**src/rtl/data_cal_multi.sv**
```systemverilog
// Parametrised nibble-arithmetic unit: a load captures a multi-lane word, and select
// commands combine lane 0 with a chosen lane (sum, abs diff, saturating accumulate, max).
module data_cal_multi #(
  parameter int NIB_W = 4,
  parameter int NIB_N = 4,
  parameter int SEL_W = 2,
  parameter int ACC_W = 8
) (
  input  logic                   clk,
  input  logic                   rst,
  input  logic [NIB_W*NIB_N-1:0] d,
  input  logic [SEL_W-1:0]       sel,
  input  logic [1:0]             mode,
  output logic [ACC_W-1:0]       out,
  output logic                   validout,
  output logic                   loaded
);

  logic [NIB_W*NIB_N-1:0] d_reg;
  logic [ACC_W-1:0]       acc;

  logic [NIB_W-1:0] a;
  logic [NIB_W-1:0] b;
  logic [NIB_W-1:0] diff;
  logic             sel_ok;
  logic [ACC_W:0]   acc_sum;
  logic [ACC_W-1:0] acc_sat;
  logic [ACC_W-1:0] res;

  always_comb begin
    a      = d_reg[NIB_W-1:0];
    b      = '0;
    sel_ok = 1'b0;
    // Only lanes 1..NIB_N-1 are computable; any other nonzero select is out of range.
    for (int k = 1; k < NIB_N; k++) begin
      if (sel == SEL_W'(k)) begin
        b      = d_reg[k*NIB_W +: NIB_W];
        sel_ok = 1'b1;
      end
    end
    diff    = (a >= b) ? (a - b) : (b - a);
    acc_sum = {1'b0, acc} + (ACC_W+1)'(a) + (ACC_W+1)'(b);
    acc_sat = acc_sum[ACC_W] ? '1 : acc_sum[ACC_W-1:0];
    case (mode)
      2'b00:   res = ACC_W'(a) + ACC_W'(b);
      2'b01:   res = ACC_W'(diff);
      2'b10:   res = acc_sat;
      default: res = (a >= b) ? ACC_W'(a) : ACC_W'(b);
    endcase
  end

  always_ff @(posedge clk or negedge rst) begin
    if (!rst) begin
      d_reg    <= '0;
      acc      <= '0;
      loaded   <= 1'b0;
      out      <= '0;
      validout <= 1'b0;
    end else if (sel == '0) begin
      d_reg    <= d;
      loaded   <= 1'b1;
      acc      <= '0;
      out      <= '0;
      validout <= 1'b0;
    end else if (sel_ok && loaded) begin
      out      <= res;
      validout <= 1'b1;
      if (mode == 2'b10)
        acc <= acc_sat;
    end else begin
      out      <= '0;
      validout <= 1'b0;
    end
  end

endmodule

```
**config.mk**
```make
export PLATFORM = sky130hd
export DESIGN_NAME = data_cal_multi
export DESIGN_NICKNAME = d
export VERILOG_FILES = /design/src/rtl/data_cal_multi.sv
export SDC_FILE = /design/constraint.sdc
export NUM_CORES = 1
export LEC_CHECK = 0
export ABC_CLOCK_PERIOD_IN_PS = 4400
export CORE_MARGIN = 10
export CORE_UTILIZATION = 55
export CTS_BUF_LIST = sky130_fd_sc_hd__clkbuf_8 sky130_fd_sc_hd__clkbuf_16
export CTS_CLUSTER_SIZE = 8
export DETAILED_ROUTE_END_ITERATION = 16
export GPL_ROUTABILITY_DRIVEN = 0
export PLACE_DENSITY = 0.81
export SLEW_MARGIN = 0
export SYNTH_ARGS = -nofsm -noshare
export SYNTH_HDL_FRONTEND = slang
export SYNTH_SLANG_ARGS = --single-unit
```
**constraint.sdc**
```tcl
create_clock -name clk -period 4.4 [get_ports clk]
set_input_delay 0.88 -clock clk [delete_from_list [all_inputs] [get_ports clk]]
set_output_delay 0.88 -clock clk [all_outputs]
set_load 0.005 [all_outputs]
```
==> results of run 1 <==
==> power by group <==
part	total (mW)	leakage [nW]	internal (mW)	switching (mW)
sequential	0.394	0.430	0.364	0.0297
clock	0.272	0.0575	0.158	0.114
combinational	0.498	0.844	0.228	0.270
==> how the worst max path moves through the flow <==
stage,to,slack [ns],cells after the start,startpoint
5_1_grt,out[1]$_DFF_PN0_,0.15,12,sel[0]
4_1_cts,out[1]$_DFF_PN0_,0.44,12,sel[0]
2_1_floorplan,out[1]$_DFF_PN0_,0.72,9,sel[0]
6_report,out[1]$_DFF_PN0_,0.40,12,sel[0]
3_5_place_dp,out[1]$_DFF_PN0_,0.16,12,sel[0]
3_3_place_gp,out[7]$_DFF_PN0_,0.27,11,sel[0]
==> synth_stat cells, types with 4 or more instances <==
cell type / instances / area share
clkbuf_1: 6 / 0.0099
a21oi_1: 7 / 0.015
mux2i_1: 5 / 0.022
nor3_1: 4 / 0.0088
fa_1: 8 / 0.070
o21ai_1: 10 / 0.022
nand2_1: 47 / 0.077
nor2_1: 15 / 0.025
inv_1: 21 / 0.035
nand3_1: 5 / 0.011
dfrtp_1: 34 / 0.37
o21ai_0: 6 / 0.013
o31ai_1: 5 / 0.016
mux2_1: 4 / 0.020
a21o_1: 4 / 0.013
ha_1: 15 / 0.082
nand3b_1: 4 / 0.013
nor2b_1: 6 / 0.016
==> through the flow <==
| stage | setup slack [ns] | hold WS [ns] | instances | utilization |
|---|---|---|---|---|
| finish | 0.402 | 0.482 | 336 | 0.694 |
| global route | 0.154 | 0.503 | 336 | 0.694 |
| CTS | 0.437 | 0.478 | 336 | 0.694 |
| detailed placement | 0.160 | 0.462 | 328 | 0.666 |
| global placement | 0.273 | 0.453 | 328 | 0.666 |
| floorplan | 0.724 | 0.438 | 249 | - |
==> worst register-to-register path, delay by kind of cell, from the launching register on <==
family                   cells  cell delay [ns]
AO/OA/AOI/OAI                3             0.81
adder cells (fa/ha/maj)      3             1.03
flip-flops                   1             0.39
AND/OR/NAND/NOR              3             0.41
multiplexers                 1             0.30
==> cell families after synthesis <==
logic type                 synth area share
xor gates and xnor gates             0.0115
AOI/OAI and AO/OA                     0.172
and+or+nand+nor                       0.187
buffers and inverters                0.0571
DFF                                   0.373
muxes                                0.0467
adders and majority gates             0.153
==> cell type report <==
class | instances | share of cell area
tap | 50 | 0.0225
clock buffer | 8 | 0.0397
inverter | 22 | 0.0298
multi-input combinational | 183 | 0.468
timing repair buffer | 39 | 0.133
sequential | 34 | 0.307
==> routing by layer <==
| layer | wire length [um] | global-route usage | vias to the layer above | part of all wire |
|---|---|---|---|---|
| met2 | 2500 | 0.254 | 68 | 0.47 |
| met3 | 342 | 0.0444 | 13 | 0.065 |
| met4 | 106 | 0.0599 | 0 | 0.020 |
| met1 | 2330 | 0.191 | 899 | 0.44 |
| met5 | 0 | 0 | - | 0 |
| li1 | - | - | 929 | - |
==> key figures, run 1 <==
Run status
  • Outcome: finished, final reports clean

Route
  • Drc violations: 0
  • DRT antenna net count: 0
  • Routed length per instance: 15.7 um
  • Via count: 1909
  • Initial DRC Count: 145
  • Pre-antenna DRT Iters: 4
  • Via/cell ratio: 5.68
  • Routed WL: 5.28 mm

Worst hold path
  • WHS Endpoint: d_reg[13]$_DFFE_PN0P_
  • Min-Delay Path Class: reg2reg
  • WHS Path Cells: 2
  • Hold wc startpoint: d_reg[13]$_DFFE_PN0P_

Cells and area
  • Layout cells sized above 1: 0.0839
  • Commonest non-fill, non-tap cell in the layout: nand2_1
  • Fillers: 308
  • Max reg flops: 16
  • Final nets: 330
  • Antenna diodes: 0
  • Sequential cell area: 851 um2
  • Area growth from synthesis to layout: 21.7%
  • Most frequent cells in the layout: nand2_1, dfrtp_1, clkdlybuf4s50_1
  • Multi-input gate area: 1300 um2
  • Final instance area: 2780 um2

Timing
  • Final setup fails: 0
  • Max_slew headroom: 0.707
  • Final Cycle Share: 0.909
  • Total negative setup slack: 0 ns
  • RSZ-0062 raised after global routing: no
  • FMAX: 250 MHz
  • Worst Skew: 0.0103 ns
  • Minimum clock period: 4.00 ns
  • Tightest Pin Transition: 0.440 ns
  • Final hold vios: 0
  • Slew Viols, Final: 0

Global route
  • Wire length of the first global-routing pass: 9.32 mm
  • Vias in the first global route: 1999
  • Gr ovfl total: 0
  • Initial antenna violation count: 0
  • All-Layer GR Usage: 0.156
  • Largest net degree at the start of global routing: 35

Clocking
  • CTS Sinks: 34
  • CTS tree: yes
  • Hold buffers post-CTS: 0
  • CTS clock-pin slew for the worst setup and hold paths: 0.08 ns
  • PostCTS Resize Cnt: 0
  • Clock Root Buffer: clkbuf_8
  • Clock tree buffer depth: 2
  • Num CTS Buffers: 5
  • Post-CTS Setup Bufs: 0
  • Clk_lat worst skew: 0.29 ns
  • CTS H-tree depth: 2

Setup path
  • CP max stage cell: clkdlybuf4s50_1
  • Buf+Inv Stages, Crit Path: 3
  • Crit. End Element: register
  • CP max FO: 7
  • Worst r2r path cells: 10
  • Crit-path leading delay family: compound AO/OA/AOI/OAI gates
  • Slack of the worst reg-to-reg path: 1.37 ns
  • CP Launch Type: input port
  • CP Cell Sequence: clkdlybuf4s50_1 > nor2b_1 > a22o_1 > inv_1 > fa_1 > inv_1 > ha_1 > a211oi_1 > o21ai_1 > nor2b_1 > o21ai_1 > a221oi_1
  • Worst reg2reg path endpoint: out[7]$_DFF_PN0_
  • Required @ worst endpoint: 4.60 ns
  • R2r startpoint: d_reg[12]$_DFFE_PN0P_
  • Slowest Stage Delay on Critical Path: 0.61 ns
  • CP Data Arrival Time: 4.19 ns
  • CP Class: in2reg

Power
  • PD cells: 419 nW/um2
  • Pleak: 1.33 nW
  • Final Power: 1.16 mW
  • VDD IR max: 274 uV

Placement
  • PortBufs: 31
  • DP Area: 2670 um2
  • Post-DP HPWL: 4.01 mm

Synthesis
  • Mean post-synth cell area: 9.16 um2
  • Mapped Area: 2280 um2
  • Warning count from the yosys run: 0
  • Post-synth EDFFs: 0
  • Register area share after synthesis: 0.373
  • Post-synth ARST share: 1.00
  • Prevailing post-synth register cell: dfrtp_1
  • Post-Synthesis Cells: 249
  • Flops & latches, synth: 34
  • Post-synth net total: 294
  • Yosys cell types: 52

Die
  • Die ar.: 7120 um2
  • Die height: 84.4 um
  • Initial core utilization: 0.570
  • Core box area: 4000 um2
  • Horiz. Die Dim: 84.4 um
  • Row Count: 23
  • Top Ports: 32

Run
  • Maxcap violations: 0
(Power assumes the default switching activity.)
==> inputs of run 2 (changes only) <==
CTS_CLUSTER_SIZE = 24   (was 8)
SLEW_MARGIN = default   (was 0)
==> results of run 2 <==
Same layout as run 1: the final DEF is identical, and so are final timing and power.
==> inputs of run 3 (changes only) <==
CTS_BUF_LIST = sky130_fd_sc_hd__clkbuf_8   (was sky130_fd_sc_hd__clkbuf_8 sky130_fd_sc_hd__clkbuf_16)
SKIP_CTS_REPAIR_TIMING = 1   (was default)
==> results of run 3 <==
Same layout as run 1: the final DEF is identical, and so are final timing and power.
